**src/rtl/iiitb_rv32i_pkg.sv**
```systemverilog
// Shared types and constants for the iiitb_rv32i data-memory arbiter.
package iiitb_rv32i_pkg;

    localparam int unsigned DMEM_AW = 6;
    localparam int unsigned DMEM_DW = 32;
    localparam int unsigned LOCK_CW = 8;
    localparam int unsigned SCNT_W  = 16;

    typedef enum logic [1:0] {
        ARB   = 2'd0,
        DLOCK = 2'd1,
        FORCE = 2'd2
    } arb_state_e;

    typedef enum logic {
        CORE = 1'b0,
        DBG  = 1'b1
    } owner_e;

endpackage

```
**src/rtl/iiitb_rr_pick2.sv**
```systemverilog
// Two-way round-robin picker: bit 0 = core, bit 1 = debug.
// On a tie the requester that was not the last owner wins.
module iiitb_rr_pick2
    import iiitb_rv32i_pkg::*;
(
    input  logic [1:0] req_i,
    input  owner_e     last_owner_i,
    output logic [1:0] gnt_o
);

    always_comb begin
        gnt_o = 2'b00;
        case (req_i)
            2'b01:   gnt_o = 2'b01;
            2'b10:   gnt_o = 2'b10;
            2'b11:   gnt_o = (last_owner_i == DBG) ? 2'b01 : 2'b10;
            default: gnt_o = 2'b00;
        endcase
    end

endmodule

```
**src/rtl/iiitb_dmem_arb.sv**
```systemverilog
// Single-port DMEM arbiter between the core MEM stage and the debug/loader port.
// Defining DMEM_ARB_PERF_EN adds a saturating stall-cycle counter output.
module iiitb_dmem_arb
    import iiitb_rv32i_pkg::*;
#(
    parameter int unsigned AW       = DMEM_AW,
    parameter int unsigned DW       = DMEM_DW,
    parameter int unsigned LOCK_MAX = 8
) (
    input  logic              clk,
    input  logic              RN,
    input  logic              c_req,
    input  logic              c_we,
    input  logic [AW-1:0]     c_addr,
    input  logic [DW-1:0]     c_wdata,
    output logic              c_gnt,
    output logic              c_rvalid,
    output logic [DW-1:0]     c_rdata,
    output logic              stall,
    input  logic              d_req,
    input  logic              d_we,
    input  logic              d_lock,
    input  logic [AW-1:0]     d_addr,
    input  logic [DW-1:0]     d_wdata,
    output logic              d_gnt,
    output logic              d_rvalid,
    output logic [DW-1:0]     d_rdata,
    output logic              m_en,
    output logic              m_we,
    output logic [AW-1:0]     m_addr,
    output logic [DW-1:0]     m_wdata,
    input  logic [DW-1:0]     m_rdata
`ifdef DMEM_ARB_PERF_EN
    ,
    output logic [SCNT_W-1:0] stall_cnt
`endif
);

    arb_state_e         state_q, state_d;
    owner_e             last_q, last_d;
    logic [LOCK_CW-1:0] lock_cnt_q, lock_cnt_d;
    logic [LOCK_CW-1:0] lock_inc;
    logic [1:0]         rr_gnt;
    logic               c_rvalid_q, d_rvalid_q;
    logic [DW-1:0]      c_rdata_q, d_rdata_q;

    iiitb_rr_pick2 u_pick (
        .req_i        ({d_req, c_req}),
        .last_owner_i (last_q),
        .gnt_o        (rr_gnt)
    );

    always_ff @(posedge clk) begin
        if (RN) begin
            state_q    <= ARB;
            last_q     <= DBG;
            lock_cnt_q <= '0;
        end else begin
            state_q    <= state_d;
            last_q     <= last_d;
            lock_cnt_q <= lock_cnt_d;
        end
    end

    assign lock_inc = (&lock_cnt_q) ? lock_cnt_q : lock_cnt_q + LOCK_CW'(1);

    always_comb begin
        state_d    = state_q;
        last_d     = last_q;
        lock_cnt_d = lock_cnt_q;
        case (state_q)
            ARB: begin
                if (c_gnt) last_d = CORE;
                if (d_gnt) begin
                    last_d = DBG;
                    if (d_lock) begin
                        state_d    = DLOCK;
                        lock_cnt_d = '0;
                    end
                end
            end
            DLOCK: begin
                if (d_gnt) last_d = DBG;
                if (c_req) lock_cnt_d = lock_inc;
                // The core is forced in once LOCK_MAX locked debug cycles have passed it by
                if (!d_req || !d_lock) begin
                    state_d    = ARB;
                    lock_cnt_d = '0;
                end else if (c_req && (lock_inc == LOCK_CW'(LOCK_MAX))) begin
                    state_d    = FORCE;
                    lock_cnt_d = '0;
                end
            end
            FORCE: begin
                state_d = ARB;
                last_d  = CORE;
            end
            default: state_d = ARB;
        endcase
    end

    // Grants are withheld in the reset cycle so nothing reaches the memory
    always_comb begin
        c_gnt = 1'b0;
        d_gnt = 1'b0;
        if (!RN) begin
            case (state_q)
                ARB: begin
                    c_gnt = rr_gnt[0];
                    d_gnt = rr_gnt[1];
                end
                DLOCK:   d_gnt = d_req;
                FORCE:   c_gnt = c_req;
                default: ;
            endcase
        end
    end

    assign stall = c_req & ~c_gnt;
    assign m_en  = c_gnt | d_gnt;

    always_comb begin
        m_we    = 1'b0;
        m_addr  = '0;
        m_wdata = '0;
        if (c_gnt) begin
            m_we    = c_we;
            m_addr  = c_addr;
            m_wdata = c_wdata;
        end else if (d_gnt) begin
            m_we    = d_we;
            m_addr  = d_addr;
            m_wdata = d_wdata;
        end
    end

    // Read return path: data is live from the SRAM in the valid cycle, held afterwards
    always_ff @(posedge clk) begin
        if (RN) begin
            c_rvalid_q <= 1'b0;
            d_rvalid_q <= 1'b0;
            c_rdata_q  <= '0;
            d_rdata_q  <= '0;
        end else begin
            c_rvalid_q <= c_gnt & ~c_we;
            d_rvalid_q <= d_gnt & ~d_we;
            if (c_rvalid_q) c_rdata_q <= m_rdata;
            if (d_rvalid_q) d_rdata_q <= m_rdata;
        end
    end

    assign c_rvalid = c_rvalid_q & ~RN;
    assign d_rvalid = d_rvalid_q & ~RN;
    assign c_rdata  = c_rvalid_q ? m_rdata : c_rdata_q;
    assign d_rdata  = d_rvalid_q ? m_rdata : d_rdata_q;

`ifdef DMEM_ARB_PERF_EN
    logic [SCNT_W-1:0] stall_cnt_q;

    always_ff @(posedge clk) begin
        if (RN) begin
            stall_cnt_q <= '0;
        end else if (stall && !(&stall_cnt_q)) begin
            stall_cnt_q <= stall_cnt_q + SCNT_W'(1);
        end
    end

    assign stall_cnt = stall_cnt_q;
`endif

endmodule

```
**config.mk**
```make
export PLATFORM = sky130hd
export DESIGN_NAME = iiitb_dmem_arb
export DESIGN_NICKNAME = d
export VERILOG_FILES = /design/src/rtl/iiitb_rv32i_pkg.sv /design/src/rtl/iiitb_rr_pick2.sv /design/src/rtl/iiitb_dmem_arb.sv
export SDC_FILE = /design/constraint.sdc
export NUM_CORES = 1
export LEC_CHECK = 0
export CAP_MARGIN = 20
export CELL_PAD_IN_SITES_DETAIL_PLACEMENT = 1
export CELL_PAD_IN_SITES_GLOBAL_PLACEMENT = 1
export CORE_UTILIZATION = 25
export CTS_BUF_LIST = sky130_fd_sc_hd__clkbuf_4
export DETAILED_ROUTE_END_ITERATION = 8
export PLACE_DENSITY_LB_ADDON = 0.25
export SETUP_SLACK_MARGIN = 0.1
export SLEW_MARGIN = 20
export SYNTH_ARGS = -nofsm -noshare
export SYNTH_HDL_FRONTEND = slang
export SYNTH_SLANG_ARGS = --single-unit
export TNS_END_PERCENT = 1
```
**constraint.sdc**
```tcl
create_clock -name clk -period 1.85 [get_ports clk]
set_input_delay 0.185 -clock clk [delete_from_list [all_inputs] [get_ports clk]]
set_output_delay 0.185 -clock clk [all_outputs]
set_load 0.05 [all_outputs]
```
==> run summary, run 1 <==
Async SR Flop Fraction - 0
vias in the first global route - 4298
CTS tree - yes
fillers - 1483
initial antenna violation count - 1
Final Hold Fails - 0
drt pass-1 iters - 4
Final setup viols - 47
Antenna Nets Post-Route - 0
fin crit share - 1.23
final setup skew - 9.55 ps
Die Area - 15900 sq um
sequential fraction of the synthesis area - 0.401
Synth Net Count - 490
Global Route Usage Sum - 0.201
min Tclk post-route - 2280 ps
Synth top area share - 0.401
Detailed Route Iter0 Violations - 111
starting density of the core - 0.260
maxcap violations - 0
# DRC - 0
FF-to-FF End - lock_cnt_q[6]
total gr overflow - 0
yosys warns - 0
Rel. slew slack - 0.623
prevailing post-synth register cell - dfxtp_1
violated checks - negative setup slack
wire per inst - 19.9 um
critical path fanouts, max - 8
flops & latches, synth - 77
GP Congestion - 0.789
htree depth - 3
Crit Path Category - reg -> out
routed wire length - 16200 um
Clock Latency Late Sink - 430 ps
number of standard cells in the final layout excluding fillers - 814
Mapped Area - 3840 sq um
cells on worst reg2reg path - 9
status - finished with violations
Critical Path RT - 1660 ps
fin. max-slew vios - 0
area leader, netlist - dfxtp_1
number of buffers created by CTS - 9
Ports - 224
cts hold-fix bufs - 0
number of synthesized flops with an enable pin - 0
placed cell count - 780
Area after DPL - 6550 sq um
RSZ-0062 raised after global routing - true
Sink Count - 77
wire length of the first global-routing pass - 24300 um
layout net count - 746
most frequent cells after synthesis - dfxtp_1 (77), and2_1 (65), mux2_2 (64), a22o_1 (39), clkbuf_1 (21)
# rows - 44
CP startpoint - state_q[0]
vias per cell - 4.82
ranking of synthesized cells by area - dfxtp_1 (40%), mux2_2 (19%), and2_1 (11%)
Max clock buf depth - 2
Yosys cell types - 43
Post-Syn Instances - 370
Setup crit start kind - flop
routed wl met2 - 8610 um
number of port buffers - 223
setup ws final - -433 ps
largest net degree at the start of global routing - 67
M1 wire length - 5740 um
HPWL Detailed - 11100 um
Die Ht - 126 um
R2R setup slack - -70 ps
mean post-synth cell area - 10.4 sq um
Max VDD drop - 0.000419 V
via count - 3921
Max Freq - 438 MHz
cell with the most instances after synthesis - dfxtp_1
HP Class - in -> reg
root buffer cell - clkbuf_4
Reg clk slew, reported paths - 120 ps
highest metal used - met4
Critical Path Sink Type - output port
RR Startpoint - state_q[0]
Design Area, Final - 7850 sq um
leak pwr - 3.36 nW
Pwr Density - 578 nW/um^2
Setup crit end - m_wdata[19]
Slew @ Worst Pin - 565 ps
layout cells sized above 1 - 0.493
metal3 WL - 1480 um
die width - 126 um
Place WS - -259 ps
crit path DAT - 2100 ps
Hold Crit Depth - 2
P&R area growth vs syn - 104%
Core Region - 14800 sq um
[per-stage QoR]
stage                     utilization  hold WS [ps]  TNS (ps)  total power, mW
after detailed placement        0.444           506     -8800             3.38
after CTS                       0.508           352    -18800             4.50
after global routing            0.532           361    -22240             4.75
final                           0.532           384    -17340             4.54
after global placement          0.444           494     -5670             3.35
after floorplan                     -           257         0             2.72
[worst max-delay path, cell delays in order (launching register included)]
cell	delay, ps
dfxtp_2	360
inv_4	80
ha_4	160
a21oi_2	50
nand3b_1	180
inv_2	120
nor2_4	60
buf_4	150
buf_16	140
a22o_4	220
buf_6	150
[where the power goes]
| part | internal, mW | switching (mW) | leakage (nW) | total (mW) |
|---|---|---|---|---|
| Combinational | 0.967 | 1.00 | 2.67 | 1.97 |
| Sequential | 1.71 | 0.0199 | 0.628 | 1.73 |
| Clock | 0.255 | 0.593 | 0.0551 | 0.847 |
| Total | 2.93 | 1.61 | 3.36 | 4.54 |
[routing by layer]
metal  up-vias  track usage
met2       161        0.381
li1       1837            -
met1      1903        0.199
met4         0       0.0673
met3        20       0.0752
met5         -            0
[worst min path at each step]
stage	start	slack (ps)	to
final	c_we	380	c_rvalid_q
after global routing	c_we	360	c_rvalid_q
after CTS	c_we	350	c_rvalid_q
after detailed placement	lock_cnt_q[0]	510	lock_cnt_q[0]
after global placement	lock_cnt_q[0]	490	lock_cnt_q[0]
after floorplan	c_we	260	c_rvalid_q
[cell usage in the layout (no fill, tap or decap), drive strengths merged, types with 3 or more instances in the layout]
| cell | n |
|---|---|
| dfxtp | 77 |
| nand2 | 14 |
| buf | 160 |
| clkinv | 4 |
| nor2b | 3 |
| a21oi | 6 |
| mux2 | 64 |
| o21ai | 7 |
| ha | 5 |
| nand3 | 4 |
| and3 | 4 |
| clkbuf | 10 |
| and2 | 65 |
| nand4 | 4 |
| a31oi | 3 |
| clkdlybuf4s50 | 114 |
| inv | 5 |
| a22o | 39 |
| a211oi | 7 |
| nor2 | 6 |
| nand3b | 3 |
[state kept, by name (all words and copies together), names as in the netlist]
register and cells:
c_rdata_q 32, d_rdata_q 32, lock_cnt_q 8, state_q 2
c_rvalid_q 1, d_rvalid_q 1, last_q 1
[what timing repair did]
action / 4_1_cts / 5_1_grt
pin swaps: 11 / 5
gates cloned: 5 / 2
buffers inserted: 11 / 1
gates resized for setup: 166 / 82
endpoints found under the setup margin: 117 / 113
[cells by family after synthesis]
logic type | count (synthesis) | share of synthesized area
AO/OA/AOI/OAI | 75 | 0.171
adder cells (fa/ha/maj) | 5 | 0.0163
buffers and inverters | 36 | 0.0482
flip-flops | 77 | 0.401
multiplexers | 65 | 0.190
AND/OR/NAND/NOR | 112 | 0.173
[area by class of cell]
cell class | count | area (sq um) | share of cell area
antenna | 1 | 2.50 | 0.000319
clock buffer | 9 | 67.6 | 0.00860
clock inverter | 5 | 30.0 | 0.00382
inverter | 6 | 31.3 | 0.00398
multi-input combinational | 257 | 2670 | 0.341
sequential | 77 | 1560 | 0.198
tap | 184 | 230 | 0.0293
timing repair buffer | 275 | 3260 | 0.415
Note: power is estimated with default switching activity, not from simulation.
==> run 2, diff against run 1 <==
- PLACE_DENSITY: default -> 0.89
- PLACE_DENSITY_LB_ADDON: 0.25 -> default
==> run 2 against run 1 <==
Net effect:
- the flow still finishes with violations (negative setup slack)
- worst setup slack lost 96 ps
- global-route usage shrank 0.55 points
- cell count shrank 0.37%
- critical path depth shrank 1
- worst hold slack gained 26 ps
- core utilization shrank 4.1 points
- sequential power is essentially flat
- largest cell class unchanged
- highest routed layer unchanged
==> run summary, run 2 (synthesized netlist as in run 1, its figures left out) <==
FF-to-FF End - lock_cnt_q[3]
htree depth - 3
RSZ-0062 raised after global routing - true
min Tclk post-route - 2380 ps
Max clock buf depth - 2
end of the worst hold path - c_rvalid_q
Pwr Density - 652 nW/um^2
Max Freq - 420 MHz
CTS tree - yes
starting density of the core - 0.260
Die Area - 15900 sq um
routed wl met2 - 9100 um
# rows - 44
total gr overflow - 0
Slew @ Worst Pin - 524 ps
Core Region - 14800 sq um
metal3 WL - 1140 um
final setup skew - 18.2 ps
Overall Power - 4.73 mW
Reg clk slew, reported paths - 130 ps
layout cells sized above 1 - 0.493
layout net count - 742
HP Class - in -> reg
crit path DAT - 2190 ps
Area after DPL - 6500 sq um
leak pwr - 3.19 nW
fin. max-slew vios - 0
fin crit share - 1.29
largest net degree at the start of global routing - 67
Rel. slew slack - 0.651
Crit Path Category - reg -> out
Setup crit start kind - flop
status - finished with violations
Final setup viols - 51
number of port buffers - 223
fillers - 1557
GP Congestion - 0.819
CP startpoint - state_q[1]
Die Ht - 126 um
fin util - 0.492
Final Hold Fails - 0
Max VDD drop - 0.000532 V
RR Startpoint - state_q[1]
crit-path cells - inv_2 > ha_4 > a21oi_2 > nand3b_1 > inv_2 > buf_4 > buf_12 > a22o_4 > buf_6
wire length of the first global-routing pass - 23800 um
R2R setup slack - -90 ps
critical path fanouts, max - 14
P&R area growth vs syn - 88.9%
die width - 126 um
setup ws final - -529 ps
Ports - 224
WP buf/inv - 5
Hold Crit Depth - 2
Antenna Nets Post-Route - 0
antenna cells - 0
Sequential Area - 1550 sq um
most frequent cells in the layout - clkdlybuf4s50_1 (114), buf_4 (92), dfxtp_1 (69), and2_1 (65), mux2_2 (64)
Critical Path RT - 1660 ps
number of buffers created by CTS - 9
drt pass-1 iters - 4
# DRC - 0
maxcap violations - 0
cell mode on critical path - inv_2
Top Registers - c_rdata_q: 32 flops, d_rdata_q: 32 flops, lock_cnt_q: 8 flops
routed wire length - 16500 um
area of the multi-input gates - 2500 sq um
largest delay contributor family on the critical path - buffers and inverters
Global Route Usage Sum - 0.195
Critical Path Sink Type - output port
Slowest-stage cell, CP - dfxtp_2
min-delay src - c_we
root buffer cell - clkbuf_4
Detailed Route Iter0 Violations - 116
Sink Count - 77
highest metal used - met4
M1 wire length - 5940 um
cts hold-fix bufs - 0
initial antenna violation count - 0
commonest non-fill, non-tap cell in the layout - clkdlybuf4s50_1
via count - 3910
violated checks - negative setup slack
wire per inst - 20.3 um
Clock Latency Late Sink - 420 ps
slowest stage delay, CP - 390 ps
vias in the first global route - 4185
HPWL Detailed - 12000 um
Design Area, Final - 7250 sq um
cells on worst reg2reg path - 9
vias per cell - 4.82
## run 2: final cells by class
class / instances / area share
clock inverter: 5 / 0.0114
multi-input combinational: 257 / 0.344
clock buffer: 11 / 0.0114
sequential: 77 / 0.214
timing repair buffer: 271 / 0.383
tap: 184 / 0.0317
inverter: 6 / 0.00362
## run 2: worst reg2reg max path, cell delays in order, from the launching register on
cell and delay, ps:
dfxtp_2 370, inv_2 90, ha_4 150, a21boi_4 190, o21bai_4 100, buf_6 140, o32ai_4 290, buf_6 170
a41oi_1 130, a211oi_1 210
## run 2: worst max path at each step
stage,endpoint,cells past startpoint
finish,m_wdata[19],9
global route,m_addr[5],9
CTS,m_wdata[22],10
detailed placement,lock_cnt_q[3],7
global placement,m_wdata[23],9
floorplan,m_addr[5],7
## run 2: metrics by stage
stage	cells	hold WS, ps	worst slack [ps]	TNS, ps
after floorplan	370	257	57.7	0
after global placement	779	514	-162	-6250
after detailed placement	779	526	-260	-10810
after CTS	804	369	-505	-20170
after global routing	811	358	-618	-26100
final	811	411	-529	-21000
## run 2: per-layer routing
metal	vias up	GRT usage
li1	1834	-
met1	1889	0.197
met2	164	0.391
met3	23	0.0531
met4	0	0.0454
met5	-	0
## run 2: report_power, final
| group | internal [mW] | switching (mW) | leakage (nW) |
|---|---|---|---|
| logic | 0.834 | 0.975 | 2.47 |
| registers | 1.71 | 0.0149 | 0.628 |
| clock network | 0.585 | 0.612 | 0.0914 |
| total | 3.13 | 1.60 | 3.19 |
## run 2: what timing repair did
item / in CTS / in global routing
buffers inserted: 7 / 5
cloned: 2 / 3
pin swaps: 8 / 8
endpoints found under the setup margin: 117 / 120
gates resized for setup: 54 / 47
==> RTL change, RTL diff (config.mk and constraints of run 1) <==
`DMEM_DW`: 32 -> 16.
--- a/src/rtl/iiitb_rv32i_pkg.sv
+++ b/src/rtl/iiitb_rv32i_pkg.sv
@@ -2,7 +2,7 @@
 package iiitb_rv32i_pkg;
 
     localparam int unsigned DMEM_AW = 6;
-    localparam int unsigned DMEM_DW = 32;
+    localparam int unsigned DMEM_DW = 16;
     localparam int unsigned LOCK_CW = 8;
     localparam int unsigned SCNT_W  = 16;
 
Ports: changed (6 resized); port bits go from 224 to 128. No check against the original RTL was run, so the function may have changed too.
==> RTL change against run 1 <==
The run still ends with setup timing left. Area after synthesis shrank 37%. Worst setup slack improved by 0.17 ns. Sequential cell count is 32 lower. Sequential share of layout area about the same. Via count shrank 34%. Routed wire length down 47%. Fmax rose by 7.8%. Total power down 15%. Clock skew is 0.011 ns higher. Design area decreased by 42%.
==> RTL change: results (changes against run 1) <==
placed_design:
  routabilityCongestion: 0.821  # +4.1%
  port_buffers: 127  # -43%
  dpl.hpwl_mm: 6.47  # -42%
global_routing:
  grt_max_degree: 21  # -69%
  grt_usage_pct: 17.5  # -2.6 points
  grt_pass1_wl_mm: 13.7  # -44%
  grt_pass1_vias: 2800  # -35%
sta:
  setup_viol: 28  # -40%
  fin_ws_ns: -0.268  # +0.165 ns
  fin_tns_setup_ns: -6.19  # +11.15 ns
  clock_skew_ns: 0.0203  # +0.0108 ns
final_layout:
  final_cells: 537  # -34%
  fillCellCount: 1064  # -28%
  seqCellArea_um2: 907  # -42%
clocking:
  clkSlewWorstSetupHoldPaths_ns: 0.15  # +0.03 ns
drt:
  dr_wl_met3_um: 680  # -54%
  dr_total_vias: 2577  # -34%
  routedLengthMet1_mm: 3.17  # -45%
  wirelength_mm: 8.50  # -47%
yosys:
  synthXorXnorAreaFrac_pct: 0.363  # +0.36 points
  synthAdderAreaFrac_pct: 2.59  # +0.96 points
  syn_area_per_cell_um2: 9.51  # -8.4%
  synth_compound_area_share_pct: 22.0  # +4.9 points
  yosysSeqAreaShare_pct: 37.3  # -2.8 points
outcome:
  outcome: "complete, but fails checks"
  violations: "setup timing"
worst_hold_path:
  worstHoldStart: "d_we"
worst_setup_path:
  cp_top_family: "compound AO/OA/AOI/OAI gates"
-- RTL change: kinds of logic after synthesis --
group	count (synthesis)
compound gates	71
flops	45
xor+xnor	1
buf+inv	27
mux	32
fa+ha+maj	5
simple gates	73
-- RTL change: through the flow --
step / hold slack, ns / total power, uW
final: 0.394 / 3840
after global routing: 0.397 / 4010
after CTS: 0.388 / 3860
after detailed placement: 0.537 / 3000
after global placement: 0.536 / 2970
after floorplan: 0.257 / 2340
-- RTL change: power groups by stage --
stage / Sequential [uW] / Combinational (uW) / Clock, uW
final: 1050 / 2140 / 647
after global routing: 1060 / 2250 / 708
after CTS: 1050 / 2140 / 671
after detailed placement: 1070 / 1930 / 0
after global placement: 1070 / 1900 / 0
after floorplan: 1070 / 1270 / 0
-- RTL change: layout make-up --
type | instances | area share [%]
Sequential cell | 45 | 19.8
Multi-Input combinational cell | 182 | 36.9
Clock buffer | 6 | 0.985
Timing Repair Buffer | 166 | 37.4
Inverter | 6 | 0.492
Antenna cell | 1 | 0.0547
Clock inverter | 2 | 0.848
Tap cell | 129 | 3.53
-- RTL change: worst paths after layout --
check                     end  slack [ns]  depth (start not counted)
setup / recovery  m_wdata[15]       -0.27                          8
hold / removal     d_rvalid_q        0.39                          2
hold reg to reg        last_q        0.56                          2
setup reg to reg   state_q[0]       -0.03                          5
-- RTL change: per-layer routing --
layer	vias up	track usage (%)
li1	1234	-
met1	1236	18.0
met2	100	33.2
met3	7	5.71
met4	0	5.35
met5	-	0
-- RTL change: timing repair --
action / in CTS / in global routing
setup buffers: 5 / 0
pin swaps: 7 / 3
gates resized for setup: 41 / 14
gates cloned: 3 / 0
setup endpoints to repair: 70 / 67
hold buffers: 0 / 0
